File: config.mk
export PLATFORM = sky130hd
export DESIGN_NAME = regbank_dump_unit
export DESIGN_NICKNAME = d
export VERILOG_FILES = /design/src/rtl/regbank_dump_unit.sv
export SDC_FILE = /design/constraint.sdc
export NUM_CORES = 1
export LEC_CHECK = 0
export ABC_AREA = 1
export CORE_UTILIZATION = 30
export DETAILED_ROUTE_END_ITERATION = 10
export HOLD_SLACK_MARGIN = 0.06
export SYNTH_ARGS = -nofsm -noshare
export SYNTH_HDL_FRONTEND = slang
export SYNTH_SLANG_ARGS = --single-unit
File: constraint.sdc
create_clock -name i_clock -period 3.4 [get_ports i_clock]
set_input_delay 0.85 -clock i_clock [delete_from_list [all_inputs] [get_ports i_clock]]
set_output_delay 0.85 -clock i_clock [all_outputs]
set_load 0.01 [all_outputs]
File: src/rtl/regbank_dump_unit.sv
// -----------------------------------------------------------------------------
// regbank_dump_unit
//
// Purpose:
//   Debug-side consumer of the register bank read port. A start pulse sweeps
//   bank addresses 0..BANK_DEPTH-1 over the registered debug read path. Each
//   word is captured and sent to the UART transmitter one byte at a time, least
//   significant byte first, with a start/done handshake per byte. The pipeline
//   is expected to be stalled while o_busy is high.
//
// Optional feature (compile-time macro REGBANK_DUMP_CHECKSUM_EN):
//   When defined, a running XOR of every transmitted data byte is kept. It is
//   cleared on an accepted start. After the last data byte, one extra checksum
//   byte is sent with the same handshake before the dump completes. When the
//   macro is undefined, no checksum state or register exists.
//
// Ports:
//   i_clock            in   1        system clock, rising edge
//   i_reset            in   1        asynchronous active-low reset
//   i_start            in   1        pulse: begin dump (ignored while busy)
//   o_rb_read_enable   out  1        bank read enable
//   o_rb_read_address  out  NB_ADDR  bank read address
//   i_rb_data          in   NB_DATA  bank read data (1-cycle registered)
//   o_tx_data          out  NB_BYTE  byte to uart_tx, stable until i_tx_done
//   o_tx_start         out  1        pulse: launch o_tx_data
//   i_tx_done          in   1        pulse: uart_tx finished current byte
//   o_busy             out  1        dump in progress
//   o_done             out  1        pulse: dump complete
// -----------------------------------------------------------------------------
module regbank_dump_unit #(
    parameter int NB_DATA    = 32,
    parameter int NB_ADDR    = 5,
    parameter int BANK_DEPTH = 32,
    parameter int NB_BYTE    = 8
) (
    input  logic               i_clock,
    input  logic               i_reset,
    input  logic               i_start,
    output logic               o_rb_read_enable,
    output logic [NB_ADDR-1:0] o_rb_read_address,
    input  logic [NB_DATA-1:0] i_rb_data,
    output logic [NB_BYTE-1:0] o_tx_data,
    output logic               o_tx_start,
    input  logic               i_tx_done,
    output logic               o_busy,
    output logic               o_done
);

    localparam int NB_BYTES = NB_DATA / NB_BYTE;
    localparam int IDX_W    = (NB_BYTES > 1) ? $clog2(NB_BYTES) : 1;

    localparam logic [IDX_W-1:0]   LAST_IDX  = IDX_W'(NB_BYTES - 1);
    localparam logic [NB_ADDR-1:0] LAST_ADDR = NB_ADDR'(BANK_DEPTH - 1);

    typedef enum logic [3:0] {
        ST_IDLE,
        ST_REQ,
        ST_WAIT,
        ST_LOAD,
        ST_SEND,
        ST_WAIT_TX,
        ST_NEXT,
`ifdef REGBANK_DUMP_CHECKSUM_EN
        ST_CSUM,
        ST_CSUM_WAIT,
`endif
        ST_DONE
    } state_e;

    state_e             state_q, state_d;
    logic [NB_ADDR-1:0] addr_q,  addr_d;
    logic [NB_DATA-1:0] word_q,  word_d;
    logic [IDX_W-1:0]   idx_q,   idx_d;
`ifdef REGBANK_DUMP_CHECKSUM_EN
    logic [NB_BYTE-1:0] csum_q,  csum_d;
`endif

    // Byte currently selected from the captured word, LSB first.
    logic [NB_BYTE-1:0] cur_byte;
    assign cur_byte = word_q[idx_q*NB_BYTE +: NB_BYTE];

    // ------------------------------------------------------------------
    // State register
    // ------------------------------------------------------------------
    always_ff @(posedge i_clock or negedge i_reset) begin
        if (!i_reset) begin
            state_q <= ST_IDLE;
        end else begin
            state_q <= state_d;
        end
    end

    // ------------------------------------------------------------------
    // Next-state logic
    // ------------------------------------------------------------------
    always_comb begin
        state_d = state_q;
        unique case (state_q)
            ST_IDLE:    if (i_start) state_d = ST_REQ;
            ST_REQ:     state_d = ST_WAIT;
            ST_WAIT:    state_d = ST_LOAD;
            ST_LOAD:    state_d = ST_SEND;
            ST_SEND:    state_d = ST_WAIT_TX;
            // i_tx_done is only honoured here, so a done pulse that
            // coincides with o_tx_start (in SEND) is ignored.
            ST_WAIT_TX: begin
                if (i_tx_done) begin
                    state_d = (idx_q == LAST_IDX) ? ST_NEXT : ST_SEND;
                end
            end
            ST_NEXT: begin
                if (addr_q == LAST_ADDR) begin
`ifdef REGBANK_DUMP_CHECKSUM_EN
                    state_d = ST_CSUM;
`else
                    state_d = ST_DONE;
`endif
                end else begin
                    state_d = ST_REQ;
                end
            end
`ifdef REGBANK_DUMP_CHECKSUM_EN
            ST_CSUM:      state_d = ST_CSUM_WAIT;
            ST_CSUM_WAIT: if (i_tx_done) state_d = ST_DONE;
`endif
            ST_DONE:    state_d = ST_IDLE;
            default:    state_d = ST_IDLE;
        endcase
    end

    // ------------------------------------------------------------------
    // Datapath next-state: address counter, word capture, byte index
    // ------------------------------------------------------------------
    always_comb begin
        addr_d = addr_q;
        word_d = word_q;
        idx_d  = idx_q;
`ifdef REGBANK_DUMP_CHECKSUM_EN
        csum_d = csum_q;
`endif
        unique case (state_q)
            ST_IDLE: begin
                if (i_start) begin
                    addr_d = '0;
`ifdef REGBANK_DUMP_CHECKSUM_EN
                    csum_d = '0;
`endif
                end
            end
            // Bank output is valid here: address presented in REQ, sampled
            // by the bank at the end of WAIT.
            ST_LOAD: begin
                word_d = i_rb_data;
                idx_d  = '0;
            end
`ifdef REGBANK_DUMP_CHECKSUM_EN
            ST_SEND: csum_d = csum_q ^ cur_byte;
`endif
            ST_WAIT_TX: begin
                if (i_tx_done && (idx_q != LAST_IDX)) begin
                    idx_d = idx_q + 1'b1;
                end
            end
            // Counter saturates at the last address; DONE returns it to 0.
            ST_NEXT: begin
                if (addr_q != LAST_ADDR) begin
                    addr_d = addr_q + 1'b1;
                end
            end
            ST_DONE: addr_d = '0;
            default: ;
        endcase
    end

    always_ff @(posedge i_clock or negedge i_reset) begin
        if (!i_reset) begin
            addr_q <= '0;
            word_q <= '0;
            idx_q  <= '0;
`ifdef REGBANK_DUMP_CHECKSUM_EN
            csum_q <= '0;
`endif
        end else begin
            addr_q <= addr_d;
            word_q <= word_d;
            idx_q  <= idx_d;
`ifdef REGBANK_DUMP_CHECKSUM_EN
            csum_q <= csum_d;
`endif
        end
    end

    // ------------------------------------------------------------------
    // Output logic (pure decode of state, so reset clears it at once)
    // ------------------------------------------------------------------
    always_comb begin
        o_rb_read_enable = 1'b0;
        o_tx_data        = '0;
        o_tx_start       = 1'b0;
        o_busy           = 1'b1;
        o_done           = 1'b0;
        unique case (state_q)
            ST_IDLE:    o_busy = 1'b0;
            ST_REQ:     o_rb_read_enable = 1'b1;
            ST_WAIT:    o_rb_read_enable = 1'b1;
            ST_SEND: begin
                o_tx_data  = cur_byte;
                o_tx_start = 1'b1;
            end
            ST_WAIT_TX: o_tx_data = cur_byte;
`ifdef REGBANK_DUMP_CHECKSUM_EN
            ST_CSUM: begin
                o_tx_data  = csum_q;
                o_tx_start = 1'b1;
            end
            ST_CSUM_WAIT: o_tx_data = csum_q;
`endif
            ST_DONE: begin
                o_busy = 1'b0;
                o_done = 1'b1;
            end
            default: ;
        endcase
    end

    assign o_rb_read_address = addr_q;

endmodule

# Yosys cells after proc, flatten, opt, wreduce, memory -nomap -nowiden
# Index checks and enable logic that the tools add are counted.
[totals]
reg_bits = 43
input_bits = 36
output_inout_bits = 17
elab_cells = 47
[op_classes]
addsub = 2
n_eq_ne = 15
shift = 1
n_mux = 15
reduce_logical = 10
[op_table]
columns = ["cell", "count"]
rows = [
  ["$shiftx 32x6->8", 1],
  ["$pmux 4 s7", 1],
  ["$eq 4x3->1 const B", 4],
  ["$pmux 5 s3", 1],
  ["$mux 5", 2],
  ["$ne 2x2->1 const B", 5],
  ["$eq 4x2->1 const B", 2],
  ["$mux 4", 2],
  ["$mux 8", 1],
  ["$reduce_or 2->1", 3],
  ["$add 5x1->5 const B", 1],
  ["$eq 5x5->1 const B", 1],
  ["$ne 5x5->1 const B", 1],
  ["$eq 4x1->1 const B", 1],
  ["$logic_not 4->1", 1],
  ["$mux 1", 4],
  ["$mux 2", 2],
  ["$pmux 2 s2", 1],
  ["$reduce_and 2->1", 2],
  ["$mux 3", 1],
  ["$reduce_and 3->1", 1],
  ["$reduce_bool 3->1", 1],
  ["$add 2x1->2 const B", 1],
  ["$eq 2x2->1 const B", 1],
  ["other kinds (2)", 2],
]

# Logic depth before layout (Yosys ltp)
# Gate-level depths: netlist of run 1.
[logic_depth]
ltp_word = 4
depth_mapped = 9
mapped_depth_nobuf = 9

# Worst setup path before layout of run 1
# OpenSTA, ideal clock, no wires.
[synth_path]
kind = "register to output"
start = "register idx_q[0]"
end = "output port o_tx_data[5]"
t_arrival_ns = 1.086
t_required_ns = 2.550
slack_ns = 1.464
stages_incl_launch_ff = 6
n_path_buf = 2
path_cell_list = "dfrtp_1 buf_2 inv_2 clkbuf_2 o21ai_0 a21oi_1"
[synth_between]
elab_chain_len = 2
[synth_rtl]
columns = ["item", "line_no", "rtl"]
rows = [
  ["start, declared", "73", "logic [IDX_W-1:0] idx_q, idx_d;"],
  ["start signal, assigned", "186", "idx_q <= idx_d;"],
  ["$shiftx 32x6->8", "80", "assign cur_byte = word_q[idx_q*NB_BYTE +: NB_BYTE];"],
  ["$mux 8", "202", "unique case (state_q)"],
  ["end, declared", "42", "output logic [NB_BYTE-1:0] o_tx_data,"],
]
# Every way passes these cells.

# Final worst setup path of run 1
[layout_path]
start = "register idx_q[0]"
end = "output port o_tx_data[6]"
# Same word-level chain as after synthesis.

==> results.py, run 1 <==
metrics = {
    "outcome": {
        "status": "finished clean",
    },
    "clock_tree": {
        "cts_tree": "yes",
        "insertion_delay_ns": 0.30,
        "cts_hold_buffers": 0,
        "clock_tree.buffer_depth": 2,
        "cts_root_buf": "clkbuf_8",
        "cts.sinks": 42,
        "cts_made_buffers": 5,
        "clkSlewWorstSetupHoldPaths_ns": 0.09,
        "post_cts_resized": 0,
        "postCtsSetupBuffers": 0,
        "cts_htree_levels": 2,
    },
    "finish": {
        "insertedDiodeCount": 0,
        "fill_cells": 724,
        "drive_gt1_frac": 0.0415,
        "most-common-layout-cells": "nand2_1 (61), clkdlybuf4s50_1 (51), inv_1 (49)",
        "layout_commonest_cell": "nand2_1",
        "synthToLayoutAreaGrowth_pct": 30.6,
        "fin_nets": 375,
    },
    "power": {
        "sequentialPowerShare": 0.448,
        "combPwrFrac": 0.392,
        "sw_frac_of_total": 0.397,
        "ir_drop_v": 0.000246,
        "power.density_cell_area_mw_per_mm2": 717,
        "cellLeakagePower_nw": 1.41,
        "pwr-share-clk": 0.160,
        "power.switching_mw": 0.793,
        "totalPowerFinal_mw": 2.00,
        "internal-power_mw": 1.21,
    },
    "worst_setup_path": {
        "rr_endpoint": "word_q[20]",
        "critPathLaunchType": "flop",
        "endpoint_kind": "primary output",
        "ff2ff_path_depth": 5,
        "cp.required_ns": 2.55,
        "crit_arrival_ns": 2.10,
        "crit_fanout": 20,
        "ff2ff_setup_slack_ns": 1.74,
        "reg2reg_from": "state_q[2]",
        "path_class": "flop to primary output",
    },
    "grt": {
        "grt_pass1_wl_um": 8100,
        "grt_pass1_vias": 1767,
        "antenna_found_initial": 0,
        "grt_max_degree": 43,
        "track_usage": 0.141,
        "overflow": 0,
    },
    "route": {
        "drt-total-wl_um": 4870,
        "vias": 1865,
        "drtIter0Drc": 98,
        "wire_per_inst_um": 11.3,
        "vias_per_cell": 4.31,
        "drc": 0,
        "ant_nets": 0,
        "drt_pass1_iterations": 4,
    },
    "logic_synthesis": {
        "synth_cell_types": 19,
        "syn_nets": 326,
        "syn-instance-count": 287,
        "synth_largest_area_cell": "dfrtp_1",
        "yosysWarnings": 0,
        "ys_ff_latch": 42,
        "avgSynthCellArea_um2": 7.45,
        "synth.top_cell.area_share": 0.492,
        "synth_area_leaders": "dfrtp_1 (49%), nand2_1 (11%), inv_1 (8.6%), o21ai_0 (8.4%), nor2_1 (7.6%)",
        "synth_area_mm2": 0.00214,
        "synth_seq_area_share": 0.492,
    },
    "hold_path": {
        "min_path_cells": 2,
        "hold_end": "word_q[12]",
        "hold_start": "word_q[12]",
        "hold_path.class": "flop to flop",
    },
    "timing": {
        "hold_ws_ns": 0.492,
        "worst_pin_slew_ns": 0.933,
        "drv_slew": 0,
        "fin_crit_sh": 0.869,
        "max_freq_mhz": 339,
        "slew_headroom": 0.378,
        "fin_tns_setup_ns": 0,
        "timing_hold_violations_final": 0,
        "fin_skew_ns": 0.0122,
        "rsz0062_at_grt": "false",
        "setup_violations": 0,
        "fin_crit_ns": 2.95,
    },
    "floorplan": {
        "io_pins": 53,
        "die_w_um": 86.4,
        "dieArea_mm2": 0.00746,
        "die_h_um": 86.4,
        "core_mm2": 0.00683,
        "rows": 30,
        "start_util": 0.313,
    },
    "place": {
        "hpwl_um": 3570,
        "gp_congestion": 0.856,
        "numPortBuffers": 52,
    },
    "run": {
        "max-cap-violations": 0,
    },
}
[flip-flops by register name, indices dropped and copies added, names as in the netlist]
signal and count:
o_rb_read_address 5, state_q 3, idx_q 2, word_q 32
[cell type report]
cell class | count | area (µm²) | share of cell area
flip-flops and latches | 42 | 1050 | 0.377
multi-input cells | 183 | 818 | 0.293
repair buffers | 53 | 523 | 0.187
inverters | 51 | 191 | 0.0686
well taps | 96 | 120 | 0.0430
clock buffers | 6 | 72.6 | 0.0260
clock inverters | 2 | 13.8 | 0.00493
[worst max-delay path, cell delays in order (launching register included)]
cell and delay [ns]:
dfrtp_1 0.72, inv_2 0.24, o21ai_0 0.25, a21oi_1 0.09, clkdlybuf4s50_1 0.49
[metrics by stage]
stage / util / cells / setup WS [ns] / instance area, µm²
5_1_grt: 0.408 / 433 / 0.285 / 2790
2_1_floorplan: - / 287 / 1.46 / 2140
3_5_place_dp: 0.396 / 425 / 0.797 / 2700
4_1_cts: 0.408 / 433 / 0.454 / 2790
3_3_place_gp: 0.396 / 425 / 0.804 / 2700
6_report: 0.408 / 433 / 0.447 / 2790
[worst max-delay path by stage]
| stage | depth (start not counted) | slack (ns) | start | endpoint |
|---|---|---|---|---|
| after floorplan | 5 | 1.46 | idx_q[0] | o_tx_data[5] |
| after global placement | 4 | 0.80 | idx_q[0] | o_tx_data[6] |
| after detailed placement | 4 | 0.80 | idx_q[0] | o_tx_data[6] |
| after CTS | 4 | 0.45 | idx_q[0] | o_tx_data[6] |
| after global routing | 4 | 0.29 | idx_q[0] | o_tx_data[2] |
| final | 4 | 0.45 | idx_q[0] | o_tx_data[6] |
[logic make-up after synthesis]
| kind of cell | share of synthesized area |
|---|---|
| adders and majority gates | 0.0176 |
| AOI/OAI and AO/OA | 0.141 |
| DFF | 0.492 |
| and+or+nand+nor | 0.225 |
| buffers and inverters | 0.125 |
[cells in the mapped netlist]
| cell type | n |
|---|---|
| nor2_1 | 43 |
| buf_2 | 3 |
| clkbuf_2 | 1 |
| inv_1 | 49 |
| ha_1 | 3 |
| nand3_2 | 1 |
| clkbuf_1 | 2 |
| dfrtp_1 | 42 |
| buf_4 | 2 |
| a21oi_1 | 10 |
| nor3_1 | 1 |
| buf_6 | 3 |
| nor2_2 | 2 |
| inv_2 | 2 |
| nand2_1 | 61 |
| o21ai_0 | 36 |
| nand3_1 | 10 |
| o21ai_1 | 14 |
| nand4_1 | 2 |
[layer usage]
layer / vias up / part of all wire / global-route usage
met2: 28 / 0.47 / 0.225
met5: - / 0 / 0
met4: 0 / 0.019 / 0.0636
met1: 838 / 0.48 / 0.188
met3: 8 / 0.026 / 0.0248
li1: 991 / - / -
[power by group through the flow]
stage                     clock network (mW)  registers [mW]  logic [mW]
final                                  0.320           0.897       0.783
after global placement                     0           0.904       0.782
after detailed placement                   0           0.903       0.794
after CTS                              0.333           0.895       0.798
after floorplan                            0           0.826       0.583
after global routing                   0.352           0.923       0.909
Power figures use the tool's default switching activity.
==> run 2, diff against run 1 <==
Settings changed: GPL_ROUTABILITY_DRIVEN from default to 0, PLACE_DENSITY from default to 0.6.
Clock period 3.4 ns to 2.5 ns, I/O delays scaled along.
==> run 2 against run 1 <==
Net effect:
- hold slack got worse by 0.24 ns
- worst setup slack got worse by 0.34 ns
- clock-buffer cell count increased by 1
- critical path type unchanged
- critical endpoint is now o_tx_start
==> results.py, run 2 (synthesized netlist as in run 1, its figures left out) <==
metrics = {
    "outcome": {
        "status": "finished clean",
    },
    "floorplan": {
        "core_mm2": 0.00683,
        "rows": 30,
        "io_pins": 53,
        "die_h_um": 86.4,
        "die_w_um": 86.4,
        "dieArea_mm2": 0.00746,
        "start_util": 0.313,
    },
    "worst_setup_path": {
        "critPathLaunchType": "flop",
        "path_cells": "inv_1 -> nand2_2 -> nor2_1 -> clkdlybuf4s50_1",
        "crit_arrival_ns": 1.77,
        "cp.required_ns": 1.88,
        "crit_slowest_cell": "clkdlybuf4s50_1",
        "crit_fanout": 10,
        "slowest_delay_ns": 0.56,
        "endpoint_kind": "primary output",
        "path_class": "flop to primary output",
    },
    "power": {
        "sequentialPowerShare": 0.427,
        "totalPowerFinal_mw": 2.75,
        "internal-power_mw": 1.68,
        "power.switching_mw": 1.07,
        "combPwrFrac": 0.408,
        "pwr-share-clk": 0.165,
        "sw_frac_of_total": 0.390,
        "power.density_cell_area_mw_per_mm2": 962,
        "ir_drop_v": 0.000351,
        "cellLeakagePower_nw": 1.58,
    },
    "route": {
        "drc": 0,
        "wire_per_inst_um": 11.1,
        "drt_pass1_iterations": 4,
        "drt-total-wl_um": 4880,
        "vias": 1897,
        "vias_per_cell": 4.33,
        "ant_nets": 0,
        "drtIter0Drc": 117,
    },
    "finish": {
        "drive_gt1_frac": 0.0614,
        "multi_input_area_um2": 821,
        "insertedDiodeCount": 0,
        "most-common-layout-cells": "nand2_1 (60), inv_1 (48), nor2_1 (43), clkdlybuf4s50_1 (43), dfrtp_1 (42)",
        "largest_reg_flops": 32,
        "fill_cells": 704,
        "regMostFlops": "word_q",
        "fin_nets": 380,
        "postLayoutCoreUtil": 0.418,
        "final_cell_area_mm2": 0.00286,
        "synthToLayoutAreaGrowth_pct": 33.7,
        "regArea_mm2": 0.00105,
        "stdcell_count": 438,
        "layout_commonest_cell": "nand2_1",
    },
    "grt": {
        "track_usage": 0.148,
        "antenna_found_initial": 0,
        "grt_max_degree": 68,
        "grt_pass1_vias": 1886,
        "overflow": 0,
        "grt_pass1_wl_um": 8530,
    },
    "timing": {
        "fin_crit_ns": 2.40,
        "fin_crit_sh": 0.958,
        "layout_setup_ws_ns": 0.105,
        "slew_headroom": 0.617,
        "setup_violations": 0,
        "max_freq_mhz": 417,
        "timing_hold_violations_final": 0,
        "fin_tns_setup_ns": 0,
        "hold_ws_ns": 0.254,
        "drv_slew": 0,
        "rsz0062_at_grt": "false",
        "worst_pin_slew_ns": 0.575,
        "fin_skew_ns": 0.00462,
    },
    "clock_tree": {
        "cts.sinks": 42,
        "cts_root_buf": "clkbuf_8",
        "cts_htree_levels": 2,
        "clock_tree.buffer_depth": 2,
        "postCtsSetupBuffers": 0,
        "cts_hold_buffers": 0,
        "clkSlewWorstSetupHoldPaths_ns": 0.08,
        "cts_made_buffers": 5,
        "cts_tree": "yes",
        "insertion_delay_ns": 0.29,
    },
    "place": {
        "hpwl_um": 3620,
        "dp_slack_ns": 0.297,
        "placed_cell_area_mm2": 0.00274,
        "dp.cells": 430,
        "numPortBuffers": 52,
    },
    "hold_path": {
        "hold_path.class": "input pin to async pin",
    },
    "run": {
        "max-cap-violations": 0,
    },
}
run 2: changes by cell type in the layout (fill, tap and decap cells not counted):
cell / before / now
nand2_2: 0 / 1
dlymetal6s2s_1: 0 / 8
nand2_1: 61 / 60
inv_4: 0 / 1
clkinv_4: 1 / 0
clkbuf_8: 5 / 6
buf_4: 1 / 6
inv_1: 49 / 48
clkdlybuf4s50_1: 51 / 43
run 2: worst paths after layout:
check,start,end,slack (ns),cells after the start
worst max-delay path,state_q[1],o_tx_start,0.10,4
worst min-delay path,i_reset,word_q[13],0.25,1
worst max register to register,o_rb_read_address[0],o_rb_read_address[2],0.88,8
worst min register to register,word_q[8],word_q[8],0.49,2
max in group asynchronous,i_reset,word_q[16],1.73,2
min in group i_clock,word_q[8],word_q[8],0.49,2
run 2: critical path, delay by kind of cell (launching register included):
family	cells	cell delay [ns]
and+or+nand+nor	2	0.35
buffers and inverters	2	0.69
DFF	1	0.45
run 2: power by group through the flow:
stage | sequential [mW] | clock, mW | combinational (mW)
after global placement | 1.18 | 0 | 1.11
final | 1.17 | 0.453 | 1.12
after global routing | 1.21 | 0.502 | 1.31
after floorplan | 1.12 | 0 | 0.793
after CTS | 1.17 | 0.469 | 1.15
after detailed placement | 1.18 | 0 | 1.14
run 2: what timing repair did:
item | 4_1_cts | 5_1_grt
setup endpoints to repair | 7 | 8
resized for setup | 2 | 9
pin swaps | 0 | 0
endpoints found under the hold margin | 0 | 0
run 2: final cells by class:
class	instances	share of cell area
clock buffers	7	0.0302
clock inverters	1	0.00175
multi-input cells	183	0.287
repair buffers	58	0.203
inverters	51	0.0679
flip-flops and latches	42	0.368
well taps	96	0.0420
run 2: per-layer routing:
layer	wire, µm	part of all wire	global-route usage	vias to the layer above
met2	2330	0.48	0.231	37
met1	2280	0.47	0.199	861
li1	-	-	-	993
met3	197	0.040	0.0305	6
met5	0	0	0	-
met4	73	0.015	0.0621	0
